===== src/rtl/fetch_stage.sv =====
// Fetch stage of the 5-stage MIPS pipeline.
// Holds the fetch PC, flags illegal fetch addresses (AdEL), and owns the F/D
// pipeline register consumed by decode. Redirects come from decode
// (branch/jump), from CP0 exception entry and from eret.
module fetch_stage #(
    parameter logic [31:0] RESET_PC  = 32'h0000_3000,
    parameter logic [31:0] EXC_ENTRY = 32'h0000_4180,
    parameter logic [31:0] IM_BASE   = 32'h0000_3000,
    parameter int unsigned IM_WORDS  = 4096
) (
    input  logic        clk,
    input  logic        reset,
    input  logic        stall,
    input  logic [31:0] npc,
    input  logic        npc_take,
    input  logic        is_jb_D,
    input  logic        exc_req,
    input  logic        eret_req,
    input  logic [31:0] epc,
    input  logic [31:0] imem_rdata,
    output logic [31:0] pc_F,
    output logic [31:0] instr_D,
    output logic [31:0] PC_D,
    output logic [4:0]  ExcCode_D,
    output logic        bd_D
);

    localparam logic [4:0]  EXC_ADEL = 5'd4;
    localparam logic [4:0]  EXC_NONE = 5'd0;
    localparam logic [32:0] IM_END   = {1'b0, IM_BASE} + 33'(4 * IM_WORDS);

    logic fetch_err;
    logic flush;

    // Address check on the current fetch PC; the comparison is done in 33 bits
    // so an IM window ending exactly at 2^32 does not wrap to zero.
    always_comb begin
        fetch_err = 1'b0;
        flush     = exc_req | eret_req;
        if ((pc_F[1:0] != 2'b00) ||
            (pc_F < IM_BASE) ||
            ({1'b0, pc_F} >= IM_END)) begin
            fetch_err = 1'b1;
        end
    end

    // PC and F/D register: reset beats exception beats eret beats stall; a
    // flush inserts a nop bubble whose PC_D still gives CP0 a usable EPC.
    always_ff @(posedge clk) begin
        if (reset) begin
            pc_F      <= RESET_PC;
            instr_D   <= 32'd0;
            PC_D      <= RESET_PC;
            ExcCode_D <= EXC_NONE;
            bd_D      <= 1'b0;
        end else if (flush) begin
            pc_F      <= exc_req ? EXC_ENTRY : epc;
            instr_D   <= 32'd0;
            PC_D      <= pc_F;
            ExcCode_D <= EXC_NONE;
            bd_D      <= 1'b0;
        end else if (!stall) begin
            pc_F      <= npc_take ? npc : (pc_F + 32'd4);
            instr_D   <= fetch_err ? 32'd0 : imem_rdata;
            PC_D      <= pc_F;
            ExcCode_D <= fetch_err ? EXC_ADEL : EXC_NONE;
            bd_D      <= is_jb_D;
        end
    end

endmodule


===== config.mk =====
export PLATFORM = sky130hd
export DESIGN_NAME = fetch_stage
export DESIGN_NICKNAME = d
export VERILOG_FILES = /design/src/rtl/fetch_stage.sv
export SDC_FILE = /design/constraint.sdc
export NUM_CORES = 1
export LEC_CHECK = 0
export ABC_AREA = 0
export CAP_MARGIN = 20
export CORE_MARGIN = 2
export CORE_UTILIZATION = 46
export DETAILED_ROUTE_END_ITERATION = 8
export PLACE_DENSITY_LB_ADDON = 0.3
export SKIP_CTS_REPAIR_TIMING = 1
export SYNTH_ARGS = -nofsm -noshare
export SYNTH_HDL_FRONTEND = slang
export SYNTH_SLANG_ARGS = --single-unit

===== constraint.sdc =====
create_clock -name clk -period 4.9 [get_ports clk]
set_input_delay 0.98 -clock clk [delete_from_list [all_inputs] [get_ports clk]]
set_output_delay 0.98 -clock clk [all_outputs]
set_load 0.005 [all_outputs]

==> results.md, run 1 <==
- Remaining DRCs: 0
- CP max FO: between 50 and 60
- DRT Wirelength: 16.2 mm
- Core Rows: 37
- Buffer and inverter count on the worst path: 1
- I/O Buffers: 200
- First-pass GRT wire length: ~25 mm
- Status: complete, no violations
- Share of cells above drive strength 1: 0.0582
- GRT Residual Overflow: 0
- Io pins: 205
- Worst EP arrival: 3670 ps
- Power Dens Cells: about 250 mW/mm2
- Vias in the first global route: 5039
- Die Wd: around 110 um
- Final Hold Vio Count: 0
- CP Class: input port to flip-flop
- Relative slew margins: 0.289
- Post-synthesis cell area: 0.00478 mm2
- CTS tree: yes
- GP Congestion: 0.905
- Fin crit period: between 3000 and 4000 ps
- WHS Path Cells: 2
- Largest stage delay, worst path: approximately 700 ps
- Nature of the critical path endpoint: flip-flop
- Area contributors post-synth: dfxtp_1 (41%), nand2_1 (7.8%), a21oi_1 (5.9%), a22oi_1 (5.8%), nor2_1 (4.7%)
- Max-cap viol count: 0
- Worst Tran Pin Value: 1070 ps
- Yosys warning total: 0
- Reg2reg start: pc_F[3]
- Total iterations of the first detailed-routing run: 5
- Slew Viols, Final: 0
- CTS Root Cell: clkbuf_8
- Clk pin slew, worst setup/hold paths: 110 ps
- Worst Skew: 16.3 ps
- Placed Cells: approximately 890
- Initial antenna violation count: 0
- Avg WL per Cell: between 15 and 20 um
- Worst EP required: 5180 ps
- CP startpoint kind: input port
- DP Wirelength: ~12 mm
- Flops & latches, synth: 98
- Cell with the largest stage delay on the worst path: nand2_2
- Switching power: 485 uW
- Syn Area/Cell: about 8.0 um2
- Worst-case reg-to-reg path depth: 6
- NumNets Final: 873
- CTS max path bufs: 2
- Layout area overhead: 46.4%
- Register area share after synthesis: 0.411
- Clock latency on the worst-skew pair: 360 ps
- Reg2Reg Capture Point: pc_F[24]
- RSZ-0062 raised after global routing: false
- Final setup violation count: 0
- Antenna cell count: 0
- Cell Count, Final, Fillers Out: 909
- Synth Flop Type: dfxtp_1
- Top delay family on crit path: simple AND/OR/NAND/NOR gates
- Area share of the largest cell type after synthesis: 0.411
- Mapped Cells: 598
- Die area: 0.0112 mm2
- Fillers: 832
- Peak supply drop: 179 uV
- Post-synth EDFFs: 0
- Combinational group share of total power: 0.174
- Vias: 5273
- Core area: 0.0102 mm2
- Period utilization: 0.692
- Internal power: 1230 uW
- CTS buffer count: 9
- Register share of total power: 0.501
- CTS H-Tree Depth: 3
- Hold EP: PC_D[8]
- Sum Neg Setup Slack: 0 ps
- Detailed router's first-iteration violation count: 418
- Worst path cell trace: clkdlybuf4s50_1 -> nor2_1 -> nand2_2 -> nand2_1 -> a21oi_1 -> a211oi_1
- Hold WS: 455 ps
- Yosys top cell by area: dfxtp_1
- Final core occ: 0.687
- Initial Util: 0.469
- Global-route usage over all layers: 0.280
- Switching Fraction: 0.282
- F_max: 295 MHz
- ANT nets after route: 0
- Hold Crit Class: flip-flop to flip-flop
- Vias/cell: 5.80
- Die H: 106 um
- Synth cell types: around 60
- Clock Power Share: 0.325
- Ys async rst share: 0
- R2r setup slk: around 2400 ps
- Largest net degree at the start of global routing: 58
- Pleak: between 0.002 and 0.0025 uW
- Clk sinks: between 90 and 100
- Hold Path Origin: PC_D[8]
cells in the mapped netlist, types with 3 or more instances:
library cell	instances
xor2_1	13
nand2_1	99
o221ai_1	7
nand4_1	7
o21ai_0	16
xnor2_1	4
nor4_1	11
o22ai_1	5
a21oi_1	56
nor3_1	13
buf_6	4
buf_4	7
nor2_1	60
a22oi_1	37
nor3_2	3
a211oi_1	10
nand3_1	11
or3_1	3
dfxtp_1	98
mux2i_1	6
a221oi_1	8
nor4_2	3
a31oi_1	6
buf_2	13
a221o_1	4
and3_1	4
clkbuf_1	26
inv_1	20
power by group through the flow:
stage | Clock (uW) | Combinational [uW] | Sequential (uW)
3_5_place_dp | 0 | 294 | 879
4_1_cts | 563 | 295 | 861
3_3_place_gp | 0 | 284 | 877
2_1_floorplan | 0 | 133 | 867
6_report | 559 | 298 | 862
5_1_grt | 593 | 321 | 866
per-layer routing:
metal / vias up / track usage / share of wire
li1: 2469 / - / -
met1: 2445 / 0.347 / 0.39
met2: 311 / 0.459 / 0.48
met3: 48 / 0.0668 / 0.095
met4: 0 / 0.133 / 0.034
met5: - / 0 / 0
cells in the final DEF, fill, tap and decap left out, types with 5 or more instances in the layout:
cell type / synthesis / final
a21oi_1: 56 / 56
xor2_1: 13 / 13
inv_1: 20 / 20
dfxtp_1: 98 / 98
o22ai_1: 5 / 5
nand2_1: 99 / 98
a31oi_1: 6 / 6
clkbuf_8: 0 / 9
o221ai_1: 7 / 7
a211oi_1: 10 / 10
clkdlybuf4s50_1: 0 / 198
mux2i_1: 6 / 6
nor2_1: 60 / 60
nor3_1: 13 / 13
o21ai_0: 16 / 16
nand3_1: 11 / 11
nor4_1: 11 / 11
a221oi_1: 8 / 8
nand4_1: 7 / 7
buf_4: 7 / 6
a22oi_1: 37 / 37
kinds of logic (layout without fill, tap and decap cells):
family,after synthesis,after routing,share of synthesized area
AND/OR/NAND/NOR,230,230,0.229
AO/OA/AOI/OAI,171,171,0.238
flip-flops,98,98,0.411
buffers and inverters,73,245,0.0725
XOR/XNOR,17,17,0.0312
multiplexers,6,6,0.0126
adder cells (fa/ha/maj),2,2,0.00524
other,1,4,0.000785
layout make-up:
cell class | count | area, um2 | share of cell area
Multi-Input combinational cell | 430 | 2490 | 0.357
Inverter | 21 | 78.8 | 0.0113
Clock buffer | 9 | 124 | 0.0177
Sequential cell | 98 | 1960 | 0.280
Tap cell | 136 | 170 | 0.0243
Clock inverter | 7 | 87.6 | 0.0125
Timing Repair Buffer | 208 | 2080 | 0.297
worst reg2reg max path, stage by stage, from the launching register on:
cell and delay [ps]:
dfxtp_1 520, ha_1 280, nand3_1 250, nor3_2 780, nand2_1 160, xor2_1 190
a211oi_1 240
stage by stage:
stage / power (uW) / cell area (um2) / setup WS, ps
6_report: 1720 / 7000 / 1510
5_1_grt: 1780 / 7000 / 1330
4_1_cts: 1720 / 6970 / 1610
3_3_place_gp: 1160 / 6740 / 1330
3_5_place_dp: 1170 / 6760 / 1230
2_1_floorplan: 1000 / 4790 / 2660
flip-flops by register name, summed over array words and instances, names as in the netlist:
| name | count |
|---|---|
| ExcCode_D | 1 |
| PC_D | 32 |
| bd_D | 1 |
| instr_D | 32 |
| pc_F | 32 |
worst max-delay path by stage:
stage              from        to  slack [ps]  depth (start not counted)
6_report       eret_req  pc_F[23]        1510                          6
3_5_place_dp   eret_req  pc_F[23]        1230                          6
4_1_cts        eret_req  pc_F[23]        1610                          6
2_1_floorplan  eret_req  pc_F[15]        2660                          6
5_1_grt        eret_req  pc_F[23]        1330                          6
3_3_place_gp   eret_req  pc_F[31]        1330                          5
No activity file was read; power rests on OpenSTA's default activity.
==> run 2: changes to the inputs <==
Settings changed: CORE_UTILIZATION 46 to 39.
Clock period 4.9 ns to 3.1 ns, I/O delays scaled along.
==> run 2 against run 1 <==
Combinational power up 61%; worst setup slack got worse by 720 ps; power is 70% higher; non-clock buffer count grew 12; clock skew fell by 7.8 ps; register-to-register slack worse by 1400 ps; clock power grew 93%; sequential cell count unchanged; largest cell class unchanged; largest power group unchanged.
==> results.md, run 2 (synthesis results as in run 1) <==
- Status: complete, no violations (unchanged)
- Largest stage delay, worst path: 620 ps (was 700 ps)
- Remaining DRCs: 0 (unchanged)
- Most frequent cells in the layout: clkdlybuf4s50_1 (198), dfxtp_1 (98), nand2_1 (98), nor2_1 (60), a21oi_1 (56) (unchanged)
- Top delay family on crit path: buffers and inverters (was simple AND/OR/NAND/NOR gates)
- Clk sinks: 98 (unchanged)
- GRT Residual Overflow: 0 (unchanged)
- Die Wd: 115 um (was 106 um)
- Hold Crit Class: flip-flop to flip-flop (unchanged)
- CP startpoint kind: input port (unchanged)
- Final Hold Vio Count: 0 (unchanged)
- Final setup violation count: 0 (unchanged)
- Power Dens Cells: 408 mW/mm2 (was 246 mW/mm2)
- DRT Wirelength: 16.6 mm (was 16.2 mm)
- GP Congestion: 0.924 (was 0.905)
- Die H: 115 um (was 106 um)
- Io pins: 205 (unchanged)
- Sum Neg Setup Slack: 0 ps (unchanged)
- Detailed router's first-iteration violation count: 435 (was 418)
- Nature of the critical path endpoint: flip-flop (unchanged)
- F_max: around 430 MHz
- CP max FO: 11 (was 52)
- Max-cap viol count: 0 (unchanged)
- Die area: 0.0132 mm2 (was 0.0112 mm2)
- CTS Root Cell: clkbuf_16 (was clkbuf_8)
- Buffer and inverter count on the worst path: 2 (was 1)
- Period utilization: 0.745
- Biggest regs: PC_D (32), instr_D (32), pc_F (32) (unchanged)
- I/O Buffers: 200 (unchanged)
- Largest net degree at the start of global routing: 37 (was 58)
- CTS tree: yes (unchanged)
- Global-route usage over all layers: 0.245 (was 0.280)
- Core Rows: 40 (was 37)
- Pleak: 0.00249 uW (was 0.00240 uW)
- Antenna cell count: 0 (unchanged)
- CP Class: input port to flip-flop (unchanged)
- Slew Viols, Final: 0 (unchanged)
- Share of cells above drive strength 1: 0.0701 (was 0.0582)
- CTS buffer count: 9 (unchanged)
- Fin crit period: 2310 ps
- Avg WL per Cell: 17.8 um (about the same)
- Cell seen most often among critical-path stages: o221ai_1
- ANT nets after route: 0 (unchanged)
- Vias in the first global route: 5072 (was 5039)
- Total iterations of the first detailed-routing run: 9 (was 5)
- Cell with the largest stage delay on the worst path: clkdlybuf4s50_1 (was nand2_2)
- Clock latency on the worst-skew pair: 350 ps (was 360 ps)
- Initial antenna violation count: 0 (unchanged)
- Vias: 5316 (was 5273)
- CTS max path bufs: 2 (unchanged)
- Worst EP required: 3370 ps (was 5180 ps)
- Core area: 0.0120 mm2 (was 0.0102 mm2)
- Worst slack at placement: 472 ps (was 1230 ps)
- Clk pin slew, worst setup/hold paths: 60 ps (was 110 ps)
- Layout area overhead: 49.8% (was 46.4%)
- RSZ-0062 raised after global routing: false (unchanged)
- Most common cell after layout, fill and taps aside: clkdlybuf4s50_1 (unchanged)
- Setup ws final: 791 ps (was 1510 ps)
- Worst Skew: 8.46 ps (was 16.3 ps)
- Vias/cell: 5.70 (was 5.80)
- Final core occ: 0.598 (was 0.687)
- Relative slew margins: 0.570 (was 0.289)
- Worst path cell trace: clkdlybuf4s50_1 -> buf_4 -> nor3_1 -> o221ai_1 -> or2_2 -> o221ai_1 (was clkdlybuf4s50_1 -> nor2_1 -> nand2_2 -> nand2_1 -> a21oi_1 -> a211oi_1)
- NumNets Final: 885 (was 873)
- Fillers: 1025 (was 832)
- Worst Tran Pin Value: 640 ps (was 1070 ps)
- Worst EP arrival: 2570 ps (was 3670 ps)
- First-pass GRT wire length: 25.5 mm (was 25.3 mm)
- CTS H-Tree Depth: 3 (unchanged)
- DP Wirelength: 12.2 mm (was 11.6 mm)
- Initial Util: 0.399 (was 0.469)
- Peak supply drop: 303 uV (was 179 uV)
run 2: worst paths after layout:
check	from	endpoint	slack (ps)	depth (start not counted)
worst max register to register	pc_F[3]	pc_F[24]	1040	7
worst min register to register	PC_D[28]	PC_D[28]	460	2
worst max-delay path	exc_req	pc_F[27]	790	6
worst min-delay path	PC_D[28]	PC_D[28]	460	2
run 2: per-stage QoR:
stage | total power, uW | hold slack [ps] | instance area, um2 | cells
6_report | 2920 | 455 | 7160 | 932
5_1_grt | 3030 | 478 | 7160 | 932
4_1_cts | 2930 | 456 | 7160 | 932
3_5_place_dp | 1870 | 447 | 6870 | 916
3_3_place_gp | 1850 | 439 | 6870 | 916
2_1_floorplan | 1580 | 448 | 4790 | 601
run 2: power breakdown:
part | internal (uW) | total [uW] | leakage [uW] | switching, uW
Combinational | 269 | 481 | 0.00156 | 211
Sequential | 1300 | 1360 | 0.000798 | 61.6
Clock | 590 | 1080 | 0.000132 | 488
run 2: final cells by class:
| cell class | count | area, um2 | area share |
|---|---|---|---|
| flip-flops and latches | 98 | 1960 | 0.274 |
| multi-input cells | 430 | 2490 | 0.349 |
| clock buffers | 13 | 260 | 0.0364 |
| repair buffers | 220 | 2150 | 0.301 |
| well taps | 147 | 184 | 0.0257 |
| inverters | 21 | 78.8 | 0.0110 |
| clock inverters | 3 | 23.8 | 0.00332 |
run 2: tightest hold or removal path, delay by kind of cell, from the launching register on:
family	cells	cell delay, ps
flip-flops	1	310
AND/OR/NAND/NOR	1	50
AO/OA/AOI/OAI	1	50
run 2: metal layers:
layer	GRT usage	vias to the layer above	wire length [um]
li1	-	2493	-
met1	0.303	2509	6480
met2	0.404	282	7950
met3	0.0810	32	1860
met4	0.0803	0	271
met5	0	-	0
